$ cat src/rtl/regfile_pkg.sv
// Shared register-file constants and types: architectural register indices
// and the default index/word types for the 32 x 32 configuration.
package regfile_pkg;

    localparam int REG_ZERO = 0;
    localparam int REG_RA   = 1;
    localparam int REG_T0   = 5;
    localparam int REG_A0   = 10;

    localparam int DEF_ADDRESS_WIDTH = 5;
    localparam int DEF_DATA_WIDTH    = 32;

    typedef logic [DEF_ADDRESS_WIDTH-1:0] reg_idx_t;
    typedef logic [DEF_DATA_WIDTH-1:0]    word_t;

endpackage

$ cat src/rtl/regfile_scoreboard.sv
// Per-register pending bits tracking issued-but-not-written-back producers,
// plus one busy lookup per read port.
module regfile_scoreboard
    import regfile_pkg::*;
#(
    parameter int ADDRESS_WIDTH = DEF_ADDRESS_WIDTH,
    parameter int READ_PORTS    = 2
) (
    input  logic                                clk,
    input  logic                                rst,
    input  logic                                pend_set,
    input  logic [ADDRESS_WIDTH-1:0]            pend_addr,
    input  logic                                clr_en,
    input  logic [ADDRESS_WIDTH-1:0]            clr_addr,
    input  logic [READ_PORTS*ADDRESS_WIDTH-1:0] rd_addr,
    output logic [READ_PORTS-1:0]               rd_busy
);

    localparam int DEPTH = 1 << ADDRESS_WIDTH;

    logic [DEPTH-1:0] pending;
    logic [DEPTH-1:0] pending_next;

    // Clear is applied first so a same-cycle set (newer producer) wins.
    always_comb begin
        pending_next = pending;
        if (clr_en) begin
            pending_next[clr_addr] = 1'b0;
        end
        if (pend_set) begin
            pending_next[pend_addr] = 1'b1;
        end
        pending_next[REG_ZERO] = 1'b0;
    end

    always_ff @(posedge clk) begin
        if (rst) begin
            pending <= '0;
        end else begin
            pending <= pending_next;
        end
    end

    for (genvar p = 0; p < READ_PORTS; p++) begin : g_busy
        logic [ADDRESS_WIDTH-1:0] addr;
        logic                     resolving;
        assign addr      = rd_addr[p*ADDRESS_WIDTH +: ADDRESS_WIDTH];
        // The writeback landing this cycle satisfies the operand immediately.
        assign resolving = clr_en && (clr_addr == addr) && (addr != '0);
        assign rd_busy[p] = pending[addr] && !resolving;
    end

endmodule

$ cat src/rtl/regfile_fwd.sv
// Decode-stage register file: combinational read ports with write-through
// bypass, trigger-forced t0, pending scoreboard and raw a0/ra exports.
module regfile_fwd
    import regfile_pkg::*;
#(
    parameter int ADDRESS_WIDTH = DEF_ADDRESS_WIDTH,
    parameter int DATA_WIDTH    = DEF_DATA_WIDTH,
    parameter int READ_PORTS    = 2,
    parameter int TRIGGER_REG   = REG_T0
) (
    input  logic                                clk,
    input  logic                                rst,
    input  logic [READ_PORTS*ADDRESS_WIDTH-1:0] rd_addr,
    output logic [READ_PORTS*DATA_WIDTH-1:0]    rd_data,
    output logic [READ_PORTS-1:0]               rd_busy,
    input  logic                                we,
    input  logic [ADDRESS_WIDTH-1:0]            wr_addr,
    input  logic [DATA_WIDTH-1:0]               wr_data,
    input  logic                                pend_set,
    input  logic [ADDRESS_WIDTH-1:0]            pend_addr,
    input  logic                                trigger,
    output logic [DATA_WIDTH-1:0]               a0,
    output logic [DATA_WIDTH-1:0]               ra
);

    localparam int                       DEPTH    = 1 << ADDRESS_WIDTH;
    localparam logic [ADDRESS_WIDTH-1:0] TRIG_IDX = ADDRESS_WIDTH'(TRIGGER_REG);
    localparam logic [ADDRESS_WIDTH-1:0] A0_IDX   = ADDRESS_WIDTH'(REG_A0);
    localparam logic [ADDRESS_WIDTH-1:0] RA_IDX   = ADDRESS_WIDTH'(REG_RA);
    localparam logic [DATA_WIDTH-1:0]    ONE      = DATA_WIDTH'(1);

    logic [DATA_WIDTH-1:0] regs [DEPTH];
    logic                  wr_live;

    assign wr_live = we && (wr_addr != '0);

    // Trigger is applied after the write so it overrides a write to t0.
    always_ff @(posedge clk) begin
        if (rst) begin
            for (int i = 0; i < DEPTH; i++) begin
                regs[i] <= '0;
            end
        end else begin
            if (wr_live) begin
                regs[wr_addr] <= wr_data;
            end
            if (trigger) begin
                regs[TRIG_IDX] <= ONE;
            end
        end
    end

    for (genvar p = 0; p < READ_PORTS; p++) begin : g_rd
        logic [ADDRESS_WIDTH-1:0] addr;
        logic [DATA_WIDTH-1:0]    data;
        assign addr = rd_addr[p*ADDRESS_WIDTH +: ADDRESS_WIDTH];

        always_comb begin
            if (addr == '0) begin
                data = '0;
            end else if (trigger && (addr == TRIG_IDX)) begin
                data = ONE;
            end else if (we && (wr_addr == addr)) begin
                data = wr_data;
            end else begin
                data = regs[addr];
            end
        end

        assign rd_data[p*DATA_WIDTH +: DATA_WIDTH] = data;
    end

    regfile_scoreboard #(
        .ADDRESS_WIDTH (ADDRESS_WIDTH),
        .READ_PORTS    (READ_PORTS)
    ) u_scoreboard (
        .clk       (clk),
        .rst       (rst),
        .pend_set  (pend_set),
        .pend_addr (pend_addr),
        .clr_en    (wr_live),
        .clr_addr  (wr_addr),
        .rd_addr   (rd_addr),
        .rd_busy   (rd_busy)
    );

    assign a0 = regs[A0_IDX];
    assign ra = regs[RA_IDX];

endmodule
$ cat config.mk
export PLATFORM = sky130hd
export DESIGN_NAME = regfile_fwd
export DESIGN_NICKNAME = d
export VERILOG_FILES = /design/src/rtl/regfile_pkg.sv /design/src/rtl/regfile_scoreboard.sv /design/src/rtl/regfile_fwd.sv
export SDC_FILE = /design/constraint.sdc
export NUM_CORES = 2
export LEC_CHECK = 0
export CORE_ASPECT_RATIO = 0.9
export CORE_MARGIN = 4
export CORE_UTILIZATION = 50
export CTS_CLUSTER_DIAMETER = 80
export DETAILED_ROUTE_END_ITERATION = 8
export PLACE_DENSITY = 0.71
export SLEW_MARGIN = 20
export SYNTH_ARGS = -nofsm -noshare
export SYNTH_HDL_FRONTEND = slang
export SYNTH_SLANG_ARGS = --single-unit
$ cat constraint.sdc
create_clock -name clk -period 3.68 [get_ports clk]
set_input_delay 0.736 -clock clk [delete_from_list [all_inputs] [get_ports clk]]
set_output_delay 0.736 -clock clk [all_outputs]
set_load 0.1 [all_outputs]
Yosys cells after proc, flatten, opt, wreduce, memory -nomap -nowiden
Memory sizes are Yosys's and may differ from the RTL's.
Index checks and enable logic that the tools add are counted.
- bits in registers: 32
- bits in latches: 0
- RAM bits: 1024
- bits in read-only memories: 0
- input bits: 57
- output and inout port bits: 130
- word-level logic and storage cells: 70
- memories: 1
- $add $sub $neg: 0
- $mul: 0
- div/mod/pow operators: 0
- $lt $le $gt $ge: 6
- equality and inequality tests: 5
- shifts and indexed selects: 0
- muxes and demuxes: 28
- bitwise logic cells: 7
- reduce and logical (&&, ||, !) cells: 21
- memory list (name ; depth ; bits a word ; rd ports ; clocked after Yosys merged registers in ; write ports ; RTL line ; RTL):
    regs ; 32 ; 32 ; 4 ; 0 ; 32 ; regfile_fwd.sv:32 ; logic [DATA_WIDTH-1:0] regs [DEPTH];
- operator list (operator ; count):
    32-bit two-way mux ; 10
    32-bit AND ; 1
    32-bit NOT ; 1
    32-bit bitwise OR ; 1
    32-bit OR reduction ; 1
    5-bit by 6-bit < comparator with 1-bit output, second input constant ; 4
    5-bit nonzero test ; 3
    1-bit logical AND ; 13
    1-bit two-way mux ; 13
    1-bit binary-select mux with 5-bit select ; 2
    1-bit demux with 5-bit select ; 2
    5-bit by 3-bit == test with 1-bit output, second input constant ; 2
    5-bit == test ; 2
    5-bit by 1-bit >= comparator with 1-bit output, second input constant ; 2
    5-bit zero test ; 2
    5-bit == test, second input constant ; 1
    5-bit two-way mux ; 1
    1-bit AND ; 2
    1-bit zero test ; 2
    1-bit NOT ; 1
    1-bit bitwise OR ; 1

Longest topological paths before layout
- depth after elaboration: 9
- gate-level depth with buffers: 9
- mapped depth without buffers: 5

Hierarchy
From an unflattened synthesis, not the netlist that was laid out.
- cells, all modules: 3783
- area total of the unflattened synthesis: 56581.8 um^2
- by module, submodules not included (module ; times used ; cells an instance ; area an instance (um^2) ; sequential area each (um^2)):
    regfile_fwd ; 1 ; 3553 ; 54596.1 ; 30749.5
    regfile_scoreboard ; 1 ; 230 ; 1985.7 ; 620.6

Worst setup path after synthesis
No wires, ideal clock.
- path type: input port to output port
- start point: input port rd_addr[1]
- end point: output port rd_data[30]
- arrival time: 4.036 ns
- data required time: 2.944 ns
- setup slack: -1.092 ns
- cell stages on the path: 7
- buffers on the path: 4
- path through: buf_2 -> buf_2 -> buf_4 -> clkbuf_4 -> mux4_2 -> o221ai_1 -> o31ai_1
- cells in the longest elaborated chain, start to end: 5
- RTL lines (item ; RTL line ; RTL):
    from (decl) ; regfile_fwd.sv:13 ; input logic [READ_PORTS*ADDRESS_WIDTH-1:0] rd_addr,
    branches (longest 4 deep; another with memory 32 x 32 bit) ; n/a ;
    32-bit two-way mux * ; regfile_fwd.sv:59 ; if (addr == '0) begin
    to (decl) ; regfile_fwd.sv:14 ; output logic [READ_PORTS*DATA_WIDTH-1:0] rd_data,
Mark *: on every way between the ends.

Worst setup path after layout
- start point: input port wr_addr[4]
- end point: output port rd_data[41]
- cells in the longest elaborated chain, start to end: 5
- RTL lines (item ; RTL line ; RTL):
    from (decl) ; regfile_fwd.sv:17 ; input logic [ADDRESS_WIDTH-1:0] wr_addr,
    5-bit == test ; regfile_fwd.sv:63 ; end else if (we && (wr_addr == addr)) begin
    1-bit logical AND ; regfile_fwd.sv:63 ;
    32-bit two-way mux ; regfile_fwd.sv:63 ;
    32-bit two-way mux ; regfile_fwd.sv:61 ; end else if (trigger && (addr == TRIG_IDX)) begin
    32-bit two-way mux ; regfile_fwd.sv:59 ;
No other way between the ends.

==> results.cfg <==
[status]
status = complete, no violations

[synth]
yosys.area_share.simple_pct = 13.18
synth-main-ff-cell = edfxtp_1
synthDistinctLibCells = 57
yosysWarnings = 0
yosysSeqAreaShare_pct = 55.90
synthXorXnorAreaFrac_pct = 0.1561
syn_area_sq_um = 56120
synthAdderAreaFrac_pct = 0
ys_seq_elements = 1055
async_flop_share_pct = 0
synth-compound-area-share_pct = 4.606
syn_inst = 3683
synth_top_family_by_area = multiplexers
avgSynthCellArea_sq_um = 15.24
synth_mux_area_share_pct = 22.58
synth_edf_count = 1024

[grt]
grt_antenna_before_repair = 4
grt_pass1_vias = 37990
grt_pass1_wl_microns = 273000
grt_max_degree = 52
globalRouteTotalUtil_pct = 32.46
grt-ovfl-total = 0

[clock_tree]
clk_latency_ns = 0.71
tritoncts = built
cts-buffers-inserted = 110
cts_sinks = 1055
root_buffer = clkbuf_16
clockBufferDepth = 3
cts.clk_slew.worst_paths_ns = 0.07
htreeDepth = 3

[sta]
setup-tns-final_ns = 0
rsz0062_at_grt = true
slew_headroom_pct = 32.86
fin_crit_sh_pct = 99.25
hold_violations = 0
clock.fmax_ghz = 0.2738
slew_viol_final = 0
fin_crit_ns = 3.652
worstMarginPinSlew_ns = 1.004
skew_ns = 0
finalSetupViolCount = 0

[power_and_ir_drop]
ir_worst_vdd_mv = 0.3696
power.switching_uw = 8710
power.internal_uw = 22140
powerDensity_nw_per_um2 = 455.8
power_frac_clock_pct = 35.0
p_seq_share_pct = 45.9
swShare_pct = 28.23
p_comb_share_pct = 19.1
power_leakage_uw = 0.02406

[hold_path]
hold_path.class = flop to flop

[worst_setup_path]
path_buf_inv = 4
required_ns = 2.94
cp_max_fo = 16
cp.arrival_ns = 2.92
cp_top_family = buffers and inverters
crit_chain = clkdlybuf4s50_1, xor2_1, nor3_2, buf_4, a22o_2, buf_12, a21oi_4, a22o_1, buf_12
cpMostUsedCell = buf_12
critPathMaxStageDelay_ns = 0.66
endpoint_kind = output pin
critPathSlowestCell = clkdlybuf4s50_1
critPathLaunchType = input pin
path_class = input pin to output pin

[detailed_routing]
drt_iter0_markers = 6418
antenna_left = 0
vias = 38320
detail_route.wl_per_cell_microns = 34.59
routed_wl_microns = 194500
firstDrtPassIters = 8
drc = 0
viasPerCell = 6.813

[final_layout]
drive_gt1_share_pct = 33.88
post_layout_nonfiller_instances = 5624
final_common_cell = edfxtp_1
area_growth_syn_to_layout_pct = 20.63
utilization_pct = 60.81
final_cell_mix = edfxtp_1 (1024), and2_1 (962), mux4_2 (526)
nets = 4113

[floorplanning]
fp.coreArea_sq_um = 111300
dieHeight_microns = 325.8
io_pins = 187
num_rows = 116
initial_core_util_pct = 50.41
die_w_microns = 361.1
dieArea_sq_um = 117700

[placed_design]
hpwl_microns = 123400
port_buffers = 186
place_inst = 5394
place_congestion = 0.9220

[job]
max-cap-violations = 0
[synth_stat cells (all sizes together), types with 2 or more instances]
| cell | number | share of area, % |
|---|---|---|
| nor2 | 46 | 0.40 |
| o2111ai | 2 | 0.031 |
| xor2 | 10 | 0.16 |
| buf | 164 | 1.9 |
| mux2 | 4 | 0.080 |
| edfxtp | 1024 | 55 |
| nor4 | 30 | 0.33 |
| nor3b | 7 | 0.094 |
| mux2i | 78 | 1.4 |
| or3 | 3 | 0.033 |
| o22ai | 178 | 2.0 |
| and3b | 4 | 0.062 |
| nor3 | 7 | 0.062 |
| nand3 | 9 | 0.080 |
| or2 | 35 | 0.39 |
| o21ai | 34 | 0.31 |
| dfxtp | 31 | 1.1 |
| a22o | 60 | 0.94 |
| mux4 | 526 | 21 |
| o31ai | 3 | 0.040 |
| a21oi | 68 | 0.61 |
| nor2b | 3 | 0.033 |
| nand2 | 51 | 0.35 |
| and3 | 34 | 0.38 |
| a22oi | 3 | 0.040 |
| a32o | 3 | 0.054 |
| nand2b | 4 | 0.045 |
| and2 | 962 | 11 |
| a221o | 2 | 0.036 |
| a211oi | 33 | 0.44 |
| nand3b | 11 | 0.15 |
| clkbuf | 241 | 1.7 |
| or3b | 2 | 0.031 |
[metrics by stage]
stage	worst slack [ns]	hold slack, ns	cell area (sq um)	total power (uW)
2_1_floorplan	-0.2359	0.4598	56250	17670
3_3_place_gp	-0.3494	0.4699	63340	19980
3_5_place_dp	-0.2981	0.4768	63340	20050
4_1_cts	-0.04641	0.4701	67050	30680
5_1_grt	-0.005806	0.5116	67690	31580
6_report	0.02761	0.4932	67690	30850
[final cells by class]
class	count	area, sq um
flip-flops and latches	1055	31370
inverters	1	3.754
clock buffers	134	2885
diodes	2	5.005
repair buffers	635	7443
fillers	8066	43630
well taps	1475	1846
multi-input cells	2253	23610
clock inverters	69	529.3
[flip-flops by register name, summed over array words and instances, names as in the netlist]
signal / cells
regs: 1024
u_scoreboard.pending: 31
[worst reg2reg max path, cell delays in order (launching register included)]
cell and delay, ns:
dfxtp_1 0.35, o21ai_0 0.11, a21oi_1 0.18
[what timing repair did]
action,4_1_cts,5_1_grt
hold buffers,0,0
setup endpoints to repair,35,63
setup buffers,3,15
cloned,1,7
hold endpoints to repair,0,0
gates resized for setup,47,72
pin swaps,11,23
[power by group through the flow]
stage          clock network [uW]  registers [uW]  logic (uW)
5_1_grt                     11300           14200        6030
2_1_floorplan                   0           14500        3130
4_1_cts                     10800           14100        5730
3_5_place_dp                    0           14400        5660
3_3_place_gp                    0           14300        5650
6_report                    10800           14200        5900
[logic make-up (layout without fill, tap and decap cells)]
logic type,after synthesis,after routing
other,1,34
DFF,1055,1055
AOI/OAI and AO/OA,394,394
and+or+nand+nor,1209,1209
muxes,608,608
buffers and inverters,406,839
xor gates and xnor gates,10,10
[per-layer routing]
metal,GRT usage [%],wire length [microns],vias up
met3,9.869,27620,594
met5,0,0,-
li1,-,-,15070
met1,43.31,68390,19550
met4,14.65,10030,0
met2,49.51,88480,3110
[path summary, 6_finish.rpt]
kind,start,cells past startpoint,slack [ns],end
setup / recovery,wr_addr[4],9,0.03,rd_data[41]
hold / removal,u_scoreboard.pending[18],2,0.49,u_scoreboard.pending[18]
setup reg to reg,u_scoreboard.pending[13],2,2.96,u_scoreboard.pending[13]
hold reg to reg,u_scoreboard.pending[18],2,0.49,u_scoreboard.pending[18]
No activity file was read; power rests on OpenSTA's default activity.
